$ cat src/rtl/seg_scan_capture.sv
// Receive-side capture of a scanned multiplexed 7-segment display: decodes each digit and
// publishes complete frames atomically. Optional input synchronizer: SEG_SCAN_SYNC_EN.
module seg_scan_capture #(
  parameter int unsigned NUM_DIG    = 6,
  parameter int unsigned SETTLE_CYC = 16
) (
  input  logic                   clk,
  input  logic                   rst_n,
  input  logic [6:0]             i_seg,
  input  logic                   i_seg_dp,
  input  logic [NUM_DIG-1:0]     i_seg_enb,
  output logic [4*NUM_DIG-1:0]   o_digits,
  output logic [NUM_DIG-1:0]     o_dp,
  output logic                   o_valid,
  output logic                   o_err,
  output logic [7:0]             o_frame_cnt
);

  localparam int unsigned SW = 8 + NUM_DIG;
  localparam int unsigned DW = 4 * NUM_DIG;
  localparam logic [7:0]  SETTLE_V = 8'(SETTLE_CYC);
  localparam logic [SW-1:0] S_RST = {8'h00, {NUM_DIG{1'b1}}};

  typedef enum logic [1:0] {ST_IDLE, ST_SETTLE, ST_HOLD} state_e;

  state_e              state_q, state_d;
  logic [SW-1:0]       s_c, prev_q;
  logic [7:0]          cnt_q, cnt_d;
  logic                change_c, capture_c, one_cold_c;
  logic [6:0]          seg_c;
  logic                dp_c;
  logic [NUM_DIG-1:0]  enb_c;
  logic [3:0]          dec_c;
  logic [NUM_DIG-1:0]  mask_q, mask_d, sh_dp_q, sh_dp_d, dp_q, dp_d;
  logic [DW-1:0]       sh_dig_q, sh_dig_d, digits_q, digits_d;
  logic [7:0]          frame_cnt_q, frame_cnt_d;
  logic                valid_q, valid_d, err_q, err_d;

`ifdef SEG_SCAN_SYNC_EN
  logic [SW-1:0] sync1_q, sync2_q;

  always_ff @(posedge clk or negedge rst_n) begin
    if (!rst_n) begin
      sync1_q <= S_RST;
      sync2_q <= S_RST;
    end else begin
      sync1_q <= {i_seg, i_seg_dp, i_seg_enb};
      sync2_q <= sync1_q;
    end
  end

  assign s_c = sync2_q;
`else
  assign s_c = {i_seg, i_seg_dp, i_seg_enb};
`endif

  assign seg_c      = s_c[SW-1 -: 7];
  assign dp_c       = s_c[NUM_DIG];
  assign enb_c      = s_c[NUM_DIG-1:0];
  assign one_cold_c = $onehot(~enb_c);
  assign change_c   = (s_c != prev_q);
  assign dec_c      = seg_decode(seg_c);

  function automatic logic [3:0] seg_decode(input logic [6:0] seg);
    case (seg)
      7'h7E:   seg_decode = 4'h0;
      7'h30:   seg_decode = 4'h1;
      7'h6D:   seg_decode = 4'h2;
      7'h79:   seg_decode = 4'h3;
      7'h33:   seg_decode = 4'h4;
      7'h5B:   seg_decode = 4'h5;
      7'h5F:   seg_decode = 4'h6;
      7'h70:   seg_decode = 4'h7;
      7'h7F:   seg_decode = 4'h8;
      7'h7B:   seg_decode = 4'h9;
      7'h00:   seg_decode = 4'hF;
      default: seg_decode = 4'hE;
    endcase
  endfunction

  // Stability counter: 1 on the cycle S changes, then counts up to SETTLE_CYC.
  always_comb begin
    cnt_d = cnt_q;
    if (change_c)             cnt_d = 8'd1;
    else if (cnt_q < SETTLE_V) cnt_d = cnt_q + 8'd1;
  end

  always_ff @(posedge clk or negedge rst_n) begin
    if (!rst_n) begin
      state_q <= ST_IDLE;
      prev_q  <= S_RST;
      cnt_q   <= 8'd0;
    end else begin
      state_q <= state_d;
      prev_q  <= s_c;
      cnt_q   <= cnt_d;
    end
  end

  always_comb begin
    state_d   = state_q;
    capture_c = 1'b0;
    case (state_q)
      ST_IDLE: if (change_c) state_d = ST_SETTLE;
      ST_SETTLE: begin
        if (change_c) begin
          state_d = ST_SETTLE;
        end else if (cnt_d == SETTLE_V) begin
          capture_c = one_cold_c;
          state_d   = one_cold_c ? ST_HOLD : ST_IDLE;
        end
      end
      ST_HOLD: if (change_c) state_d = ST_SETTLE;
      default: state_d = ST_IDLE;
    endcase
  end

  // Commit clears the mask first so a same-cycle capture starts the next frame.
  always_comb begin
    mask_d      = mask_q;
    sh_dig_d    = sh_dig_q;
    sh_dp_d     = sh_dp_q;
    digits_d    = digits_q;
    dp_d        = dp_q;
    frame_cnt_d = frame_cnt_q;
    valid_d     = 1'b0;
    err_d       = 1'b0;
    if (&mask_q) begin
      digits_d    = sh_dig_q;
      dp_d        = sh_dp_q;
      valid_d     = 1'b1;
      frame_cnt_d = frame_cnt_q + 8'd1;
      mask_d      = '0;
    end
    if (capture_c) begin
      err_d = (dec_c == 4'hE);
      for (int k = 0; k < NUM_DIG; k++) begin
        if (!enb_c[k]) begin
          mask_d[k]         = 1'b1;
          sh_dig_d[4*k +: 4] = dec_c;
          sh_dp_d[k]        = dp_c;
        end
      end
    end
  end

  always_ff @(posedge clk or negedge rst_n) begin
    if (!rst_n) begin
      mask_q      <= '0;
      sh_dig_q    <= '0;
      sh_dp_q     <= '0;
      digits_q    <= '0;
      dp_q        <= '0;
      frame_cnt_q <= 8'd0;
      valid_q     <= 1'b0;
      err_q       <= 1'b0;
    end else begin
      mask_q      <= mask_d;
      sh_dig_q    <= sh_dig_d;
      sh_dp_q     <= sh_dp_d;
      digits_q    <= digits_d;
      dp_q        <= dp_d;
      frame_cnt_q <= frame_cnt_d;
      valid_q     <= valid_d;
      err_q       <= err_d;
    end
  end

  assign o_digits    = digits_q;
  assign o_dp        = dp_q;
  assign o_valid     = valid_q;
  assign o_err       = err_q;
  assign o_frame_cnt = frame_cnt_q;

endmodule

$ cat config.mk
export PLATFORM = sky130hd
export DESIGN_NAME = seg_scan_capture
export DESIGN_NICKNAME = d
export VERILOG_FILES = /design/src/rtl/seg_scan_capture.sv
export SDC_FILE = /design/constraint.sdc
export NUM_CORES = 1
export LEC_CHECK = 0
export CAP_MARGIN = 40
export CORE_ASPECT_RATIO = 2
export CORE_MARGIN = 5
export CORE_UTILIZATION = 59
export CTS_CLUSTER_DIAMETER = 100
export DETAILED_ROUTE_END_ITERATION = 12
export GPL_TIMING_DRIVEN = 0
export PLACE_DENSITY = 0.88
export SLEW_MARGIN = 20
export SYNTH_ARGS = -nofsm -noshare
export SYNTH_HDL_FRONTEND = slang
export SYNTH_SLANG_ARGS = --single-unit
export TNS_END_PERCENT = 20
$ cat constraint.sdc
create_clock -name clk -period 4 [get_ports clk]
set_input_delay 1 -clock clk [delete_from_list [all_inputs] [get_ports clk]]
set_output_delay 1 -clock clk [all_outputs]
set_load 0.01 [all_outputs]
======== After elaboration in Yosys (flattened, before gate mapping) ========
Cells that the tools add are included.
cells by class
  reduce and logical (&&, ||, !) cells .... 11
  bitwise logic cells ..................... 7
  add/subtract/negate cells ............... 7
  order comparisons ....................... 1
  equal/unequal tests ..................... 18
  multiplexer cells ....................... 21
operators by type and width
  kind                   count
  $eq A7 B7 Y1 const B   8
  $pmux W4 S11           1
  $add A8 B1 Y8 const B  2
  $mux W8                2
  $eq A7 B6 Y1 const B   2
  $ne A14 B14 Y1         1
  $reduce_and A2 Y1      7
  $mux W6                2
  $mux W1                11
  $eq A8 B5 Y1 const B   1
  $lt A8 B5 Y1 const B   1
  $mux W2                4
  $logic_not A7 Y1       1
  $add A1 B1 Y2          3
  $not A1 Y1             6
  $not A6 Y6             1
  $reduce_and A6 Y1      1
  $eq A4 B4 Y1 const B   1
  $pmux W2 S2            1
  $add A2 B2 Y3          1
  $add A3 B2 Y3          1
  $eq A3 B1 Y1 const B   1
  $ne A3 B3 Y1 const B   1
  $eq A2 B1 Y1 const B   1
  other kinds (4)        4
storage, ports and cells
  bits of input ports ..................... 16
  bits in registers ....................... 100
  logic and storage cells ................. 86

======== Logic depth before layout (Yosys ltp) ========
  word-level depth ........................ 9
  mapped depth ............................ 9
  mapped depth without buffers ............ 9

======== Least setup slack after synthesis ========
Ideal clock, no wire load.
  kind .................................... input port to flip-flop
  start point ............................. input i_seg_enb[0]
  end point ............................... register sh_dig_q[11]
  arrival ................................. 3.960 ns
  cell stages on the path ................. 9
  slack ................................... -0.085 ns
  cells stage by stage .................... fa_1 inv_1 fa_1 ha_1 fa_1 nor4b_1 nand2_1 nor4_4 mux2_2
on the way
  cells in the longest elaborated chain, start to end .. 9
  elaborated cells between the ends (all ways) .. 12
RTL lines
  item                                 RTL line  source
  start, declared                      11        input logic [NUM_DIG-1:0] i_seg_enb,
  $not A6 Y6                           60        assign one_cold_c = $onehot(~enb_c);
  $add A1 B1 Y2 (implied by the code)  60
  $add A2 B2 Y3 (implied by the code)  60
  $add A3 B2 Y3 (implied by the code)  60
  $eq A3 B1 Y1                         60
  $mux W1                              108       end else if (cnt_d == SETTLE_V) begin
  $mux W1 (*)                          106       if (change_c) begin
  $mux W1 (*)                          103       case (state_q)
  $reduce_and A2 Y1 (no line) (*)      --
  end signal, assigned                 159       sh_dig_q <= sh_dig_d;
  end, declared                        35        logic [DW-1:0] sh_dig_q, sh_dig_d, digits_q, digits_d;
Mark *: on every way between the ends. The rest lies on a longest branch, timed or not.
A chain may end at the register's enable or synchronous reset.

======== Final worst setup path ========
  start point ............................. input i_seg_enb[0]
  end point ............................... register sh_dig_q[17]
Same word-level chain as after synthesis.

==> results by group <==
Synthesis
  – Post-synthesis simple-gate area fraction: 20.16%
  – Synth warnings: 0
  – #FFs+latches synth: 100
  – Sequential area share after synthesis: 58.20%
  – Syn avg cell area: 11.69 sq um
  – Ranking of synthesized cells by area: dfrtp_1 55%, nand2_1 8.8%, mux2_1 4.7%
  – Main combinational cell family by area after synthesis: simple AND/OR/NAND/NOR gates
  – Post-Syn Area: approximately 4300 sq um
  – Yosys top cell area share: 54.54%
  – Post-Synth Adder-Cell Area: 2.263%
  – Top cell type by total area after synthesis: dfrtp_1
  – Compound-Gate Fraction of Synth Area: 3.626%
  – Netlist cell types: between 40 and 50
  – Mux contribution to synthesized area: 8.297%
  – Synth Instances: 369
  – XOR/XNOR Fraction of Synth Area: ~4.9%
  – Syn nets: 391

STA
  – Setup TNS: -0.002667 ns
  – Tightest Pin Transition: approximately 0.82 ns
  – Slew Viols, Final: 0
  – RSZ-0062 raised after global routing: yes
  – Count of final hold-check violations: 0
  – Final min period: between 4 and 5 ns
  – Final setup violation count: 1
  – Final period util: 100.1%
  – Slew HR: 45.06%
  – Final setup margin: -0.002667 ns
  – Clock skew: around 0.0042 ns
  – Maximum operating frequency: approximately 250 MHz

Layout
  – ANT cells: 0
  – Area of the multi-input gates: 1703 sq um
  – FILL cells: around 460
  – Layout Nets: about 470
  – Register area: between 2000 and 3000 sq um
  – Ratio of cells with drive above 1 in the final layout: between 10% and 20%
  – Syn-to-layout area delta: 24.66%

Worst hold path
  – HP Class: reg2reg

Critical path
  – CP Launch Type: input port
  – Data required, critical path: 4.23 ns
  – Crit-path max FO: 6
  – WS Path Type: in2reg
  – Critical Path Sink Type: flop
  – Critical Path AT: 4.24 ns

Floorplan
  – Initial Util: 59.80%
  – Chip height: roughly 130 um
  – Core Footprint: 7212 sq um
  – # rows: 44
  – Die area: 9223 sq um
  – I/O pins: 56
  – Die width: 70.46 um

Run status
  – Failing checks: negative setup slack
  – Outcome: finished, violations left

Placement
  – DP Worst Slack: -0.8836 ns
  – Gpl congestion: 0.9089
  – Port Buffer Count: 55
  – DPL Wire Length: 6251 um

Routing
  – Met2 routed WL: 4999 um
  – Vias per inst: around 5.5
  – Drt first pass iters: 4
  – DRC Markers: 0
  – 1st-iter DRT viols: roughly 180
  – DRT antenna net count: 0
  – Top Layer Used: met4
  – Total number of vias: 2,975
  – DRT met1 WL: 3288 um
  – Routed WL: between 8000 and 9000 um
  – Per-cell routed wire length: 16.53 um
  – Met3 WL: 348 um

CTS
  – CTS tree: yes
  – CTS sink cnt: 100
  – Clk slew on worst S/H paths: 0.06 ns
  – CTS Buf Count: 9
  – Maximum clock path buffer count: 2
  – # H-tree levels: 3
  – Clock latency at the later pin of the worst-skew pair: between 0.3 and 0.4 ns
  – Root Driver: clkbuf_16

Pwr
  – Leak: 2.627 nW
  – PwrDens: 378.9 nW/um^2
  – Worst vdd ir: about 0.39 mV

Global route
  – Largest net degree at the start of global routing: 55
  – First-pass GRT wire length: 15,120 um
  – Initial antenna violation count: 0
  – Grt ovf: 0
  – All-Layer GR Usage: between 20% and 30%
  – Vias in the first global route: 3,174

Flow run
  – Total of max-cap violations: 0
## metrics by stage
| stage | cells | area (sq um) | util (%) | power [W] | hold WS (ns) |
|---|---|---|---|---|---|
| floorplan | 369 | 4322 | - | 0.001101 | 0.4315 |
| global placement | 516 | 4987 | 69.15 | 0.001150 | 0.4411 |
| detailed placement | 517 | 5016 | 69.55 | 0.001161 | 0.4501 |
| CTS | 539 | 5358 | 74.29 | 0.002047 | 0.4676 |
| global route | 540 | 5376 | 74.55 | 0.002111 | 0.4926 |
| finish | 540 | 5376 | 74.55 | 0.002037 | 0.4669 |
## logic make-up after synthesis
family | Yosys count
buf+inv | 27
mux | 32
simple gates | 160
fa+ha+maj | 6
flops | 100
compound gates | 20
xor+xnor | 24
## worst max-delay path, stage by stage
cell,delay [ns]
buf_2,0.15
fa_1,0.54
inv_1,0.05
fa_1,0.51
ha_2,0.19
fa_1,0.42
nor4b_2,0.31
nand2_2,0.13
buf_4,0.18
nor4_4,0.27
buf_6,0.16
mux2_2,0.33
## state kept, by name (all words and copies together) (netlist names)
name	count
mask_q	6
sh_dp_q	6
o_frame_cnt	8
state_q	2
sh_dig_q	24
o_err	1
prev_q	14
o_digits	24
o_dp	6
o_valid	1
cnt_q	8
## synthesized netlist by cell type, drive strengths merged
master   instances
o2111ai          1
clkbuf          12
nor4            13
ha               3
o211ai           1
o22ai            1
or3              4
a31oi            2
or4              2
o21ai            1
and3             2
mux2            30
a21oi            6
or3b             1
nand4            5
a21boi           1
mux2i            2
inv             10
xor2            16
nand2          101
and3b            1
xnor2            8
dfrtp           94
fa               3
nor2            11
or4bb            1
nand3b           4
clkinv           1
a311oi           1
dfstp            6
nor3             3
buf              4
nor4b            2
a21o             6
nand4bb          1
nand3            7
nand2b           2
## routing by layer
metal  up-vias  GRT usage (%)
li1       1391              -
met1      1490          22.42
met2        69          39.12
met4         0          10.38
met3        25          5.743
met5         -              0
## final timing paths
kind	start	endpoint	slack, ns	cells after the start
worst min register to register	sh_dp_q[4]	o_dp[4]	0.47	2
worst max register to register	cnt_q[0]	sh_dig_q[3]	1.45	5
min in group asynchronous	rst_n	o_digits[20]	0.58	1
worst max-delay path	i_seg_enb[0]	sh_dig_q[17]	-0.003	12
worst min-delay path	sh_dp_q[4]	o_dp[4]	0.47	2
max in group asynchronous	rst_n	prev_q[2]	2.77	2
## cell type report
cell class,instances,share of cell area (%)
Sequential cell,100,46.68
Inverter,11,0.7680
Multi-Input combinational cell,242,31.67
Clock inverter,3,0.8145
Tap cell,92,2.141
Clock buffer,13,4.841
Timing Repair Buffer,63,11.78
Buffer,16,1.303
## timing repair
action / CTS / global route
hold buffers: 0 / 0
buffers inserted: 6 / 1
endpoints found under the setup margin: 38 / 30
pin swaps: 4 / 5
resized for setup: 17 / 4
## report_power, final
group / leakage, nW / internal [W] / switching (W)
Clock: 0.150 / 0.000520 / 0.000361
Sequential: 1.35 / 0.00102 / 0.00000341
Combinational: 1.13 / 0.0000500 / 0.0000809
## cell usage in the layout, fill, tap and decap left out, types with 5 or more instances in the layout
cell	instances
a21o_2	6
clkbuf_1	14
clkbuf_16	9
a21oi_1	6
nand2_1	100
mux2_2	12
nor4_1	5
nor4_4	7
dfrtp_1	94
buf_6	5
xor2_1	16
xnor2_1	8
dfstp_2	6
nor2_1	11
mux2_1	18
nand3_1	7
clkdlybuf4s50_1	49
inv_1	10
buf_2	5
(Power assumes the default switching activity.)
